<file path="src/rtl/key_sched_seq.sv">
// key_sched_seq: AES key-expansion word sequencer.
// Steps the word index i from Nk to Last for AES-128/192/256. It tracks
// i mod Nk and i / Nk with counters, so no divider is needed, and it decodes
// the RotWord/SubWord flags for the word datapath.
module key_sched_seq #(
    parameter int IDX_W  = 6,   // must satisfy 2^IDX_W  >= 60
    parameter int RCON_W = 4    // must satisfy 2^RCON_W >= 11
) (
    input  logic              Clk,
    input  logic              Rst,
    input  logic              Start,
    input  logic [1:0]        Mode,
    input  logic              En,
    output logic [IDX_W-1:0]  word_idx,
    output logic [3:0]        phase,
    output logic [RCON_W-1:0] rcon_idx,
    output logic              rot_sub,
    output logic              sub_only,
    output logic              Busy,
    output logic              Done
);

    typedef enum logic [1:0] {
        S_IDLE = 2'd0,
        S_RUN  = 2'd1,
        S_DONE = 2'd2
    } state_t;

    state_t            state_q, state_d;
    logic [3:0]        nk_q, nk_d;
    logic [IDX_W-1:0]  idx_q, idx_d;
    logic [3:0]        phase_q, phase_d;
    logic [RCON_W-1:0] rcon_q, rcon_d;

    logic [3:0]        nk_sel;
    logic [IDX_W-1:0]  last;

    // Decode the requested key size. The unused code 11 falls back to AES-128.
    always_comb begin
        nk_sel = 4'd4;
        case (Mode)
            2'b01:   nk_sel = 4'd6;
            2'b10:   nk_sel = 4'd8;
            default: nk_sel = 4'd4;
        endcase
    end

    // Final word index, taken from the latched Nk only.
    // Mode is not used here, so it cannot alter a run in flight.
    always_comb begin
        last = IDX_W'(43);
        case (nk_q)
            4'd6:    last = IDX_W'(51);
            4'd8:    last = IDX_W'(59);
            default: last = IDX_W'(43);
        endcase
    end

    // State and index registers. Reset puts the block back to its power-on values.
    always_ff @(posedge Clk or posedge Rst) begin
        if (Rst) begin
            state_q <= S_IDLE;
            nk_q    <= 4'd4;
            idx_q   <= '0;
            phase_q <= '0;
            rcon_q  <= '0;
        end else begin
            state_q <= state_d;
            nk_q    <= nk_d;
            idx_q   <= idx_d;
            phase_q <= phase_d;
            rcon_q  <= rcon_d;
        end
    end

    // Next-state logic. The phase counter wraps at Nk-1 and carries into the
    // round-constant index, which gives i mod Nk and i / Nk incrementally.
    always_comb begin
        state_d = state_q;
        nk_d    = nk_q;
        idx_d   = idx_q;
        phase_d = phase_q;
        rcon_d  = rcon_q;
        case (state_q)
            S_IDLE: begin
                if (Start) begin
                    nk_d    = nk_sel;
                    idx_d   = IDX_W'(nk_sel);
                    phase_d = 4'd0;
                    rcon_d  = RCON_W'(1);
                    state_d = S_RUN;
                end
            end
            S_RUN: begin
                if (En) begin
                    if (idx_q == last) begin
                        state_d = S_DONE;
                    end else begin
                        idx_d = idx_q + IDX_W'(1);
                        if (phase_q == nk_q - 4'd1) begin
                            phase_d = 4'd0;
                            rcon_d  = rcon_q + RCON_W'(1);
                        end else begin
                            phase_d = phase_q + 4'd1;
                        end
                    end
                end
            end
            S_DONE: begin
                state_d = S_IDLE;
            end
            default: begin
                state_d = S_IDLE;
            end
        endcase
    end

    // Outputs are decoded from registered state only.
    // There is no path from any input to any output.
    always_comb begin
        word_idx = idx_q;
        phase    = phase_q;
        rcon_idx = rcon_q;
        Busy     = (state_q == S_RUN);
        Done     = (state_q == S_DONE);
        rot_sub  = Busy && (phase_q == 4'd0);
        sub_only = Busy && (nk_q == 4'd8) && (phase_q == 4'd4);
    end

endmodule

</file>
<file path="config.mk">
export PLATFORM = sky130hd
export DESIGN_NAME = key_sched_seq
export DESIGN_NICKNAME = d
export VERILOG_FILES = /design/src/rtl/key_sched_seq.sv
export SDC_FILE = /design/constraint.sdc
export NUM_CORES = 1
export LEC_CHECK = 0
export ABC_AREA = 1
export CAP_MARGIN = 30
export CELL_PAD_IN_SITES_DETAIL_PLACEMENT = 1
export CELL_PAD_IN_SITES_GLOBAL_PLACEMENT = 2
export CORE_MARGIN = 2
export CORE_UTILIZATION = 31
export CTS_CLUSTER_DIAMETER = 50
export CTS_CLUSTER_SIZE = 16
export DETAILED_ROUTE_END_ITERATION = 6
export PLACE_DENSITY_LB_ADDON = 0.1
export SETUP_SLACK_MARGIN = 0.4
export SLEW_MARGIN = 20
export SYNTH_ARGS = -nofsm -noshare
export SYNTH_HDL_FRONTEND = slang
export SYNTH_SLANG_ARGS = --single-unit
</file>
<file path="constraint.sdc">
create_clock -name Clk -period 3.99 [get_ports Clk]
set_input_delay 0.399 -clock Clk [delete_from_list [all_inputs] [get_ports Clk]]
set_output_delay 0.399 -clock Clk [all_outputs]
set_load 0.01 [all_outputs]
</file>
==> run metrics <==
status finished clean; core area 0.003943 sq mm; postcts setup bufs 0; Longest Clk Path Bufs 2; crit-path max FO 5; Critical Path AT about 1.9 ns; hold buffers post-CTS 0; routed len/inst 13.74 um; die height 67.47 um; H-tree depth 1; setup violators final 0; Die X 67.47 um; Area after DPL ~0.0015 sq mm; Tmin final 2.281 ns; Synthesized Nets 177; Pins Over Slew Limit 0; synth-to-layout area growth 24.65%; Max-cap violations 0; cell accounting for the most synthesized area dfrtp_1; initial drt markers 29; area share of the largest cell type after synthesis 0.3607; final count of hold timing violations 0; Nets 201; worst-path cell chain inv_1, ha_1, nand2_1, nor4_1, clkdlybuf4s50_1; GRT Residual Overflow 0; leakage 0.7268 nW; diode count 0; CTS tree built; GP Congestion 0.7986; Root Driver clkbuf_8; Synth cell types 30; DR vias 1123; io pins 24; antenna-violating nets left 0; YS warnings 0; non-filler cells, final 237; PD cells approximately 630 mW/mm^2; Sink Count 19; mean post-synth cell area 7.614 sq um; I/O Buffers 23; Setup Crit Path Kind reg2out; Post-Syn Instances around 160; number of synthesized flops with an enable pin 0; largest net degree at the start of global routing 21; worst skew pair latency approximately 0.26 ns; Peak Freq 438.4 MHz; slowest CP cell clkdlybuf4s50_1; crit share post-route 0.5716; total track usage 0.1687; die area 0.004552 sq mm; delay-heaviest family, CP buffers and inverters; Peak VDD IR ~0.23 mV; number of CTS-inserted buffers 3; Buffers & Inverters on Critical Path 2; post-DR vias/cell 4.738; first-pass GRT wire length 5706 um; CP max stage delay around 0.59 ns; row cnt 23; RSZ-0062 raised after global routing no; Final Cell Area 0.001556 sq mm; Synth Register Bits 19; post-layout power 986.4 uW; Worst-Margin Slew roughly 0.8 ns; Async SR Flop Fraction 1.000; clk slew on worst S/H paths 0.08 ns; Final HPWL DP between 2000 and 3000 um; share of cells above drive strength 1 0.1070; DRT Wirelength 3256 um; HP Class reg2reg; setup_tns 0 ns; Residual DRC 0; Starting Density 0.3167; cells resized by post-CTS repair 0; Synth area leaders dfrtp_1 (36%), nand2_1 (15%), ha_1 (7.0%), inv_1 (4.8%), nand3_1 (4.4%); required time worst endpoint approximately 3.6 ns; mapped cell area 0.001249 sq mm; dpl cells 233; crit start category flip-flop; CP endpoint kind primary output; sequential element share of the synthesized area 0.3818; Slew HR 0.4728; antenna violations before repair 0; Setup Skew 0.007751 ns; drt pass-1 iters 4; Final Util 0.3948; vias in the first global route about 1200; predominant post-synthesis flop cell dfrtp_1
## layout by cell type (no fill, tap or decap), types with 3 or more instances in the layout
cell type / Yosys / routed
nand4_1: 5 / 5
a21oi_1: 3 / 3
ha_1: 7 / 7
dfrtp_1: 18 / 18
o21ai_1: 7 / 7
xor2_1: 5 / 5
nand2_2: 4 / 4
o21ai_0: 5 / 5
inv_2: 5 / 5
nor2_1: 10 / 10
nand3_1: 11 / 11
clkbuf_8: 0 / 3
inv_1: 16 / 16
clkdlybuf4s50_1: 0 / 23
nand2_1: 49 / 49
## worst register-to-register path: stages (launching register included)
cell and delay, ns:
dfstp_2 0.54, inv_1 0.06, ha_1 0.29, inv_1 0.04, nand2_1 0.05, o21ai_0 0.08, nor2_1 0.10, nand2_1 0.15
nand2_2 0.14, nand3_2 0.12, nand2_1 0.08, nand2_1 0.05
## worst paths after layout
| check | startpoint | endpoint | slack [ns] | cells past startpoint |
|---|---|---|---|---|
| setup / recovery | nk_q[1]$_DFFE_PP0P_ | sub_only | 1.71 | 5 |
| hold / removal | rcon_idx[1]$_DFFE_PP0P_ | rcon_idx[1]$_DFFE_PP0P_ | 0.55 | 2 |
| setup reg to reg | nk_q[2]$_DFFE_PP1P_ | rcon_idx[3]$_DFFE_PP0P_ | 2.19 | 11 |
| hold reg to reg | rcon_idx[1]$_DFFE_PP0P_ | rcon_idx[1]$_DFFE_PP0P_ | 0.55 | 2 |
| max in group asynchronous | Rst | word_idx[5]$_DFFE_PP0P_ | 2.91 | 2 |
| min in group asynchronous | Rst | state_q[1]$_DFFE_PP0P_ | 0.58 | 2 |
## layer usage
layer | global-route usage | routed length [um] | up-vias
met1 | 0.2293 | 1607 | 526
met2 | 0.2770 | 1507 | 18
met3 | 0.02167 | 99 | 5
li1 | - | - | 574
met5 | 0 | 0 | -
met4 | 0.05357 | 41 | 0
## report_power, final
| group | internal [mW] | leakage, nW | switching, mW |
|---|---|---|---|
| Clock | 0.0696 | 0.0255 | 0.0713 |
| Sequential | 0.259 | 0.243 | 0.0925 |
| Combinational | 0.233 | 0.458 | 0.261 |
## cell type report
| cell class | count | area [sq um] |
|---|---|---|
| clock buffer | 3 | 41.29 |
| clock inverter | 1 | 5.005 |
| fill | 482 | 2386 |
| inverter | 21 | 78.83 |
| multi-input combinational | 120 | 661.9 |
| sequential | 19 | 476.7 |
| tap | 50 | 62.56 |
| timing repair buffer | 23 | 230.2 |
## flip-flops by register name, summed over array words and instances, names as in the netlist
register / count
word_idx: 6
state_q: 2
rcon_idx: 4
phase: 4
nk_q: 3
## per-stage QoR
stage,worst slack (ns),hold slack (ns)
after floorplan,2.418,0.3494
after global placement,2.037,0.4993
after detailed placement,1.999,0.5296
after CTS,1.693,0.5481
after global routing,1.532,0.5870
final,1.709,0.5464
## cells by family after synthesis
logic type	share of synthesized area
simple gates	0.3327
flops	0.3818
fa+ha+maj	0.07014
xor+xnor	0.04208
compound gates	0.08517
buf+inv	0.08817
## synth_stat cells (all sizes together) (2+ instances only)
master / count
nand3: 13
nand4: 5
nand3b: 2
buf: 3
o21ai: 13
nand2: 54
inv: 21
a21oi: 3
ha: 7
xor2: 5
dfrtp: 18
nor2: 11
No activity file was read; power rests on OpenSTA's default activity.
